--- config.mk ---
export PLATFORM = sky130hd
export DESIGN_NAME = eth_burst_pattern_gen
export DESIGN_NICKNAME = d
export VERILOG_FILES = /design/src/rtl/eth_burst_pattern_gen.sv
export SDC_FILE = /design/constraint.sdc
export NUM_CORES = 1
export LEC_CHECK = 0
export BUFFER_PORTS_ARGS = -buffer_cell sky130_fd_sc_hd__buf_2
export CAP_MARGIN = 20
export CORE_ASPECT_RATIO = 0.5
export CORE_UTILIZATION = 50
export DETAILED_ROUTE_END_ITERATION = 16
export PLACE_DENSITY = 0.78
export SLEW_MARGIN = 20
export SYNTH_ARGS = -nofsm -noshare
export SYNTH_HDL_FRONTEND = slang
export SYNTH_SLANG_ARGS = --single-unit
export TNS_END_PERCENT = 20
--- constraint.sdc ---
create_clock -name eth_gtxclk -period 5.4 [get_ports eth_gtxclk]
set_clock_uncertainty 0.15 [all_clocks]
set_input_delay 0.81 -clock eth_gtxclk [delete_from_list [all_inputs] [get_ports eth_gtxclk]]
set_output_delay 0.81 -clock eth_gtxclk [all_outputs]
set_load 0.03 [all_outputs]
--- src/rtl/eth_burst_pattern_gen.sv ---
// eth_burst_pattern_gen
// Trigger-driven test-pattern source for the Ethernet transmit path
// (eth_gtxclk domain). A synchronised rising edge on i_trig writes one
// burst of i_len words of the selected pattern into the eth_session write
// port. The write pauses while i_full is high. One extra trigger can be
// queued while a burst runs. Any further trigger is dropped and flagged.
//
// Ports:
//   eth_gtxclk   clock
//   rst_n        asynchronous active-low reset
//   i_trig       asynchronous trigger level, rising edge starts a burst
//   i_enable     1 = new bursts may start
//   i_mode       pattern: 0 INC, 1 CONST, 2 LFSR, 3 WALK
//   i_len        burst length in words, latched at burst start
//   i_seed       first word / pattern seed, latched at burst start
//   i_full       downstream cannot accept a write this cycle
//   o_wr         registered write strobe
//   o_data       registered write data, valid while o_wr=1
//   o_busy       burst in progress (RUN or DONE)
//   o_done       one-cycle pulse with the last word of a burst
//   o_overrun    one-cycle pulse when a trigger is dropped
//   o_burst_cnt  completed bursts, wraps
module eth_burst_pattern_gen #(
   parameter int unsigned DATA_W = 8,
   parameter int unsigned LEN_W  = 13,
   parameter int unsigned CNT_W  = 16
) (
   input  logic              eth_gtxclk,
   input  logic              rst_n,
   input  logic              i_trig,
   input  logic              i_enable,
   input  logic [1:0]        i_mode,
   input  logic [LEN_W-1:0]  i_len,
   input  logic [DATA_W-1:0] i_seed,
   input  logic              i_full,
   output logic              o_wr,
   output logic [DATA_W-1:0] o_data,
   output logic              o_busy,
   output logic              o_done,
   output logic              o_overrun,
   output logic [CNT_W-1:0]  o_burst_cnt
);

   typedef enum logic [1:0] {ST_IDLE, ST_RUN, ST_DONE} state_t;
   typedef enum logic [1:0] {PAT_INC, PAT_CONST, PAT_LFSR, PAT_WALK} pat_t;

   state_t            r_state;
   pat_t              r_mode;
   logic [LEN_W-1:0]  r_len;
   logic [LEN_W-1:0]  r_cnt;
   logic [DATA_W-1:0] r_cur;
   logic              r_pending;
   logic              r_s1, r_s2, r_s3;

   logic              w_edge;
   logic              w_start;
   logic              w_last;
   logic [DATA_W-1:0] w_next;
   logic [DATA_W-1:0] w_first;

   // The synchroniser flops reset high. A trigger that is already high at
   // reset release is therefore not taken as an edge.
   assign w_edge  = r_s2 & ~r_s3;
   assign w_start = (w_edge | r_pending) & i_enable & (i_len != '0);
   assign w_last  = (r_cnt == (r_len - LEN_W'(1)));
   assign o_busy  = (r_state != ST_IDLE);

   // A walking pattern needs a set bit. A zero seed in WALK mode starts at 1.
   assign w_first = ((pat_t'(i_mode) == PAT_WALK) && (i_seed == '0)) ? DATA_W'(1) : i_seed;

   always_comb begin
      w_next = r_cur;
      case (r_mode)
         PAT_INC:   w_next = r_cur + DATA_W'(1);
         PAT_CONST: w_next = r_cur;
         PAT_LFSR:  w_next = {r_cur[DATA_W-2:0], ~(r_cur[DATA_W-1] ^ r_cur[DATA_W-2])};
         PAT_WALK:  w_next = {r_cur[DATA_W-2:0], r_cur[DATA_W-1]};
         default:   w_next = r_cur;
      endcase
   end

   always_ff @(posedge eth_gtxclk or negedge rst_n) begin
      if (!rst_n) begin
         r_state     <= ST_IDLE;
         r_mode      <= PAT_INC;
         r_len       <= '0;
         r_cnt       <= '0;
         r_cur       <= '0;
         r_pending   <= 1'b0;
         r_s1        <= 1'b1;
         r_s2        <= 1'b1;
         r_s3        <= 1'b1;
         o_wr        <= 1'b0;
         o_data      <= '0;
         o_done      <= 1'b0;
         o_overrun   <= 1'b0;
         o_burst_cnt <= '0;
      end else begin
         r_s1      <= i_trig;
         r_s2      <= r_s1;
         r_s3      <= r_s2;
         o_done    <= 1'b0;
         o_overrun <= 1'b0;

         case (r_state)
            ST_IDLE: begin
               o_wr <= 1'b0;
               if (w_start) begin
                  r_len     <= i_len;
                  r_mode    <= pat_t'(i_mode);
                  r_cur     <= w_first;
                  r_cnt     <= '0;
                  r_pending <= 1'b0;
                  r_state   <= ST_RUN;
               end
            end
            ST_RUN: begin
               if (!i_full) begin
                  o_wr   <= 1'b1;
                  o_data <= r_cur;
                  r_cur  <= w_next;
                  r_cnt  <= r_cnt + LEN_W'(1);
                  if (w_last) begin
                     o_done  <= 1'b1;
                     r_state <= ST_DONE;
                  end
               end else begin
                  o_wr <= 1'b0;
               end
            end
            ST_DONE: begin
               o_wr        <= 1'b0;
               o_burst_cnt <= o_burst_cnt + CNT_W'(1);
               r_state     <= ST_IDLE;
            end
            default: begin
               o_wr    <= 1'b0;
               r_state <= ST_IDLE;
            end
         endcase

         // An edge that arrives during a burst is queued once. A second
         // queued edge is dropped and flagged. An edge in IDLE is either
         // consumed above or ignored.
         if (w_edge && (r_state != ST_IDLE)) begin
            if (r_pending)
               o_overrun <= 1'b1;
            else
               r_pending <= 1'b1;
         end
      end
   end

endmodule

# Word level (Yosys, flattened, before mapping)
# Index checks and enable logic that the tools add are counted.
# word_totals
reg_bits	69
input_bits	28
output_inout_bits	28
word_cells	73
# op_classes
addsub	4
eq_ne	11
mux	23
n_bitwise	8
reduce_logical	13
# ops
operator	n
$mux 13	2
$pmux 13 s2	1
$mux 8	3
$pmux 8 s3	1
$add 16x1->16 const B	1
$pmux 8 s2	1
$add 13x1->13 const B	1
$eq 13x13->1	1
$reduce_bool 13->1	1
$sub 13x1->13 const B	1
$mux 1	11
$add 8x1->8 const B	1
$eq 2x2->1 const B	4
$logic_not 8->1	1
$ne 2x2->1 const B	4
$mux 2	3
$reduce_and 3->1	2
$eq 2x1->1 const B	2
$logic_not 2->1	2
$pmux 2 s2	1
$reduce_and 2->1	2
$reduce_and 4->1	1
$reduce_bool 2->1	2
$and 1x1->1	3
other kinds (4)	7

# Depth between registers and ports, before layout
# logic_depth
word_depth	9
depth_mapped	8
depth_no_buf	8

# Worst setup path before layout
# OpenSTA, ideal clock, no wires.
# synth_timing
path_kind	flip-flop to flip-flop
startpoint	reg r_len[0]
endpoint	reg r_state[0]
setup_ns	0.126
arrival_time_ns	2.189
required_time_ns	5.124
path_slack_ns	2.935
path_stages_with_launch	9
path_buffers	0
synth_period_minus_slack_ns	2.465
cell_sequence	dfrtp_1 -> inv_1 -> ha_1 -> nor4b_2 -> nand2_1 -> o311a_1 -> o21ai_0 -> nand4_2 -> o32a_1
# synth_between
elab_chain_cells	4
# synth_lines
item	line	text
from (decl)	49	logic [LEN_W-1:0] r_len;
from (signal assigned)	109	r_len <= i_len;
$sub 13x1->13	65	assign w_last = (r_cnt == (r_len - LEN_W'(1)));
$eq 13x13->1	65	
$ne 2x2->1 (no source line)	n/a	
$reduce_and 3->1 (no source line)	n/a	
to (signal assigned)	84	r_state <= ST_IDLE;
to (signal assigned)	114	r_state <= ST_RUN;
to (signal assigned)	125	r_state <= ST_DONE;
to (decl)	47	state_t r_state;
# Every way passes these cells.
# A chain may end at the register's enable or synchronous reset.

# Worst setup path after layout
# Ends and elaborated chain as after synthesis.

==> results.json <==
{
  "run_status": "completed",
  "htreeDepth": 3,
  "grt_first_pass_wirelength_um": 12200,
  "start_kind": "register",
  "dieHeight_um": 62.0,
  "drive_above_1_share": 0.206,
  "timing.critical_path.fanout_max": 7,
  "final_critical_delay_including_setup_and_external_delays_ns": 2.83,
  "via_count_of_the_first_global_routing_pass": 2615,
  "drt-wirelength-per-cell_um": 14.3,
  "setup.worst_path.class": "reg2reg",
  "floorplan.io_pins": 56,
  "tightestPinTransition_ns": 0.852,
  "effective_utilization_at_floorplan": 0.527,
  "diodes": 0,
  "design.core.area_um2": 6830,
  "firstDrtPassIters": 4,
  "synth_area_um2": 3600,
  "synth_async_sr_flop_share": 1.00,
  "postCtsResizedCells": 0,
  "placed_area_um2": 3930,
  "route.final.wire_length_um": 7460,
  "post-route-cell-area_um2": 4190,
  "synth_seq_cells": 69,
  "rsz0062_at_grt": "false",
  "hp-class": "reg2reg",
  "p_per_area_nw_per_um2": 475,
  "hold_ws_ns": 0.205,
  "final-max-slew-violation-count": 0,
  "cts_tree": "yes",
  "final-seq-area_um2": 1730,
  "synth_enable_flop_cells": 0,
  "port_buf_inserts": 55,
  "clockBufferDepth": 2,
  "worst_setup_hold_path_clk_slew_ns": 0.05,
  "dp.final_hpwl_um": 5410,
  "postRouteAntennaNets": 0,
  "ir_worst_vdd_mv": 0.211,
  "clock_latency_ns": 0.33,
  "drt_iter0_drc": 155,
  "yosysWarningCount": 0,
  "vias_after_detailed_routing": 2868,
  "cts_setup_buffers": 0,
  "postSynthCellCount": 374,
  "fin_crit_sh": 0.523,
  "syn-num-nets": 406,
  "floorplan.die.width_um": 122,
  "antenna_violations_before_repair": 0,
  "setup-violations-final": 0,
  "maximum_number_of_pins_on_one_net_before_global_route_repair": 70,
  "routed_via_density": 5.52,
  "postSynth.topFlopCell": "sky130_fd_sc_hd__dfrtp_1",
  "endpoint_class_of_the_critical_path": "register",
  "ys_types": 52,
  "p_leak_nw": 1.95,
  "max_freq_mhz": 354,
  "tritoncts.num_buffers": 9,
  "filler_cell_count": 612,
  "area_growth_pct": 16.3,
  "maxCapViolCount": 0,
  "groute.usage.overall": 0.223,
  "cp.arrival_ns": 2.89,
  "cts_root_buf": "sky130_fd_sc_hd__clkbuf_16",
  "layout.core_utilization": 0.613,
  "gp_routability_congestion": 0.812,
  "placementRows": 21,
  "slew_headroom": 0.432,
  "final_net_count": 455,
  "synth_seq_area_share": 0.480,
  "cp.required_ns": 5.46,
  "gr-total-overflow": 0,
  "clkSinkCount": 69,
  "die_area_um2": 7570,
  "setup_tns_ns": 0,
  "cts_hold_buffers": 0,
  "syn_area_cell_um2": 9.63,
  "drc_errors_left": 0,
  "multi_input_comb_area_um2": 1750,
  "hold_fails_final_rpt": 0
}
==> flip-flops by register name, indices dropped and copies added, names as in the netlist <==
signal / flops
r_mode: 2
r_s2: 1
o_done: 1
o_data: 8
r_pending: 1
r_cur: 8
r_state: 2
r_cnt: 13
o_wr: 1
o_burst_cnt: 16
r_s1: 1
o_overrun: 1
r_s3: 1
r_len: 13
==> metal layers <==
layer  track usage  vias to the layer above  part of all wire  wire (µm)
li1              -                     1409                 -          -
met1         0.278                     1377              0.47       3480
met2         0.361                       71              0.46       3420
met3        0.0867                       11             0.058        434
met4        0.0794                        0             0.018        131
met5             0                        -                 0          0
==> final timing paths <==
check | cells after the start | endpoint | from | slack (ns)
max | 8 | r_state[0] | r_len[0] | 2.57
min | 0 | r_s2 | r_s1 | 0.21
max reg2reg | 8 | r_state[0] | r_len[0] | 2.57
min reg2reg | 0 | r_s2 | r_s1 | 0.21
max in group asynchronous | 2 | o_data[1] | rst_n | 4.02
min in group asynchronous | 2 | o_burst_cnt[10] | rst_n | 0.50
==> worst max-delay path, stage by stage, from the launching register on <==
cell and delay (ns):
sky130_fd_sc_hd__dfrtp_1 0.42, sky130_fd_sc_hd__inv_1 0.09, sky130_fd_sc_hd__ha_1 0.25, sky130_fd_sc_hd__nor4b_2 0.59, sky130_fd_sc_hd__nand2_1 0.16, sky130_fd_sc_hd__o311a_1 0.37, sky130_fd_sc_hd__o21ai_0 0.12, sky130_fd_sc_hd__nand4_2 0.19
sky130_fd_sc_hd__o32a_1 0.37
==> report_power, final <==
| group | switching (mW) | internal, mW | total [mW] | leakage [nW] |
|---|---|---|---|---|
| Clock | 0.204 | 0.322 | 0.526 | 0.131 |
| Combinational | 0.346 | 0.280 | 0.626 | 0.930 |
| Sequential | 0.188 | 0.649 | 0.837 | 0.889 |
==> cells in the mapped netlist (all sizes together) (3+ instances only) <==
| cell | n | area share |
|---|---|---|
| xnor2 | 23 | 0.056 |
| dfrtp | 66 | 0.46 |
| dfstp | 3 | 0.022 |
| nand2 | 55 | 0.057 |
| o21ai | 19 | 0.026 |
| nand4 | 13 | 0.024 |
| mux2i | 6 | 0.017 |
| a21oi | 13 | 0.018 |
| o31ai | 3 | 0.0063 |
| nand3b | 4 | 0.0083 |
| nor2 | 34 | 0.035 |
| nand3 | 11 | 0.015 |
| or4 | 3 | 0.0073 |
| o2111ai | 4 | 0.0097 |
| nor2b | 4 | 0.0069 |
| a2111oi | 3 | 0.0073 |
| mux2 | 12 | 0.038 |
| nor4 | 3 | 0.0052 |
| buf | 3 | 0.0056 |
| nor3 | 9 | 0.013 |
| and3 | 6 | 0.010 |
| clkbuf | 16 | 0.017 |
| ha | 4 | 0.014 |
| inv | 10 | 0.010 |
| xor2 | 20 | 0.049 |
==> through the flow <==
stage / power, mW / std cells / setup slack [ns]
after floorplan: 1.32 / 374 / 2.94
after global placement: 1.45 / 504 / 2.36
after detailed placement: 1.47 / 504 / 2.37
after CTS: 2.01 / 520 / 2.61
after global routing: 2.13 / 520 / 2.28
final: 1.99 / 520 / 2.57
==> cells in the final DEF (no fill, tap or decap), types with 4 or more instances in the layout <==
master                      count
sky130_fd_sc_hd__nor2b_1        4
sky130_fd_sc_hd__clkbuf_1       4
sky130_fd_sc_hd__inv_1         10
sky130_fd_sc_hd__nand4_1       12
sky130_fd_sc_hd__and3_1         6
sky130_fd_sc_hd__nor2_1        34
sky130_fd_sc_hd__a21oi_1       13
sky130_fd_sc_hd__xor2_1        20
sky130_fd_sc_hd__o2111ai_1      4
sky130_fd_sc_hd__nand3_1       11
sky130_fd_sc_hd__mux2i_1        6
sky130_fd_sc_hd__dfrtp_1       66
sky130_fd_sc_hd__o21ai_0       19
sky130_fd_sc_hd__buf_2         55
sky130_fd_sc_hd__nand2_1       55
sky130_fd_sc_hd__xnor2_1       23
sky130_fd_sc_hd__ha_1           4
sky130_fd_sc_hd__nor3_1         9
sky130_fd_sc_hd__clkbuf_16      9
sky130_fd_sc_hd__mux2_2        12
sky130_fd_sc_hd__nand3b_1       4
==> cells by family after synthesis <==
family | count (synthesis) | share of synthesized area
adder cells (fa/ha/maj) | 4 | 0.0139
AO/OA/AOI/OAI | 59 | 0.108
buffers and inverters | 29 | 0.0330
XOR/XNOR | 43 | 0.105
multiplexers | 18 | 0.0542
AND/OR/NAND/NOR | 152 | 0.206
flip-flops | 69 | 0.480
==> layout make-up <==
cell class,instances,area share
Clock buffer,14,0.0606
Clock inverter,2,0.00239
Inverter,10,0.00896
Multi-Input combinational cell,276,0.418
Sequential cell,69,0.413
Tap cell,92,0.0275
Timing Repair Buffer,57,0.0693
(Power assumes the default switching activity.)
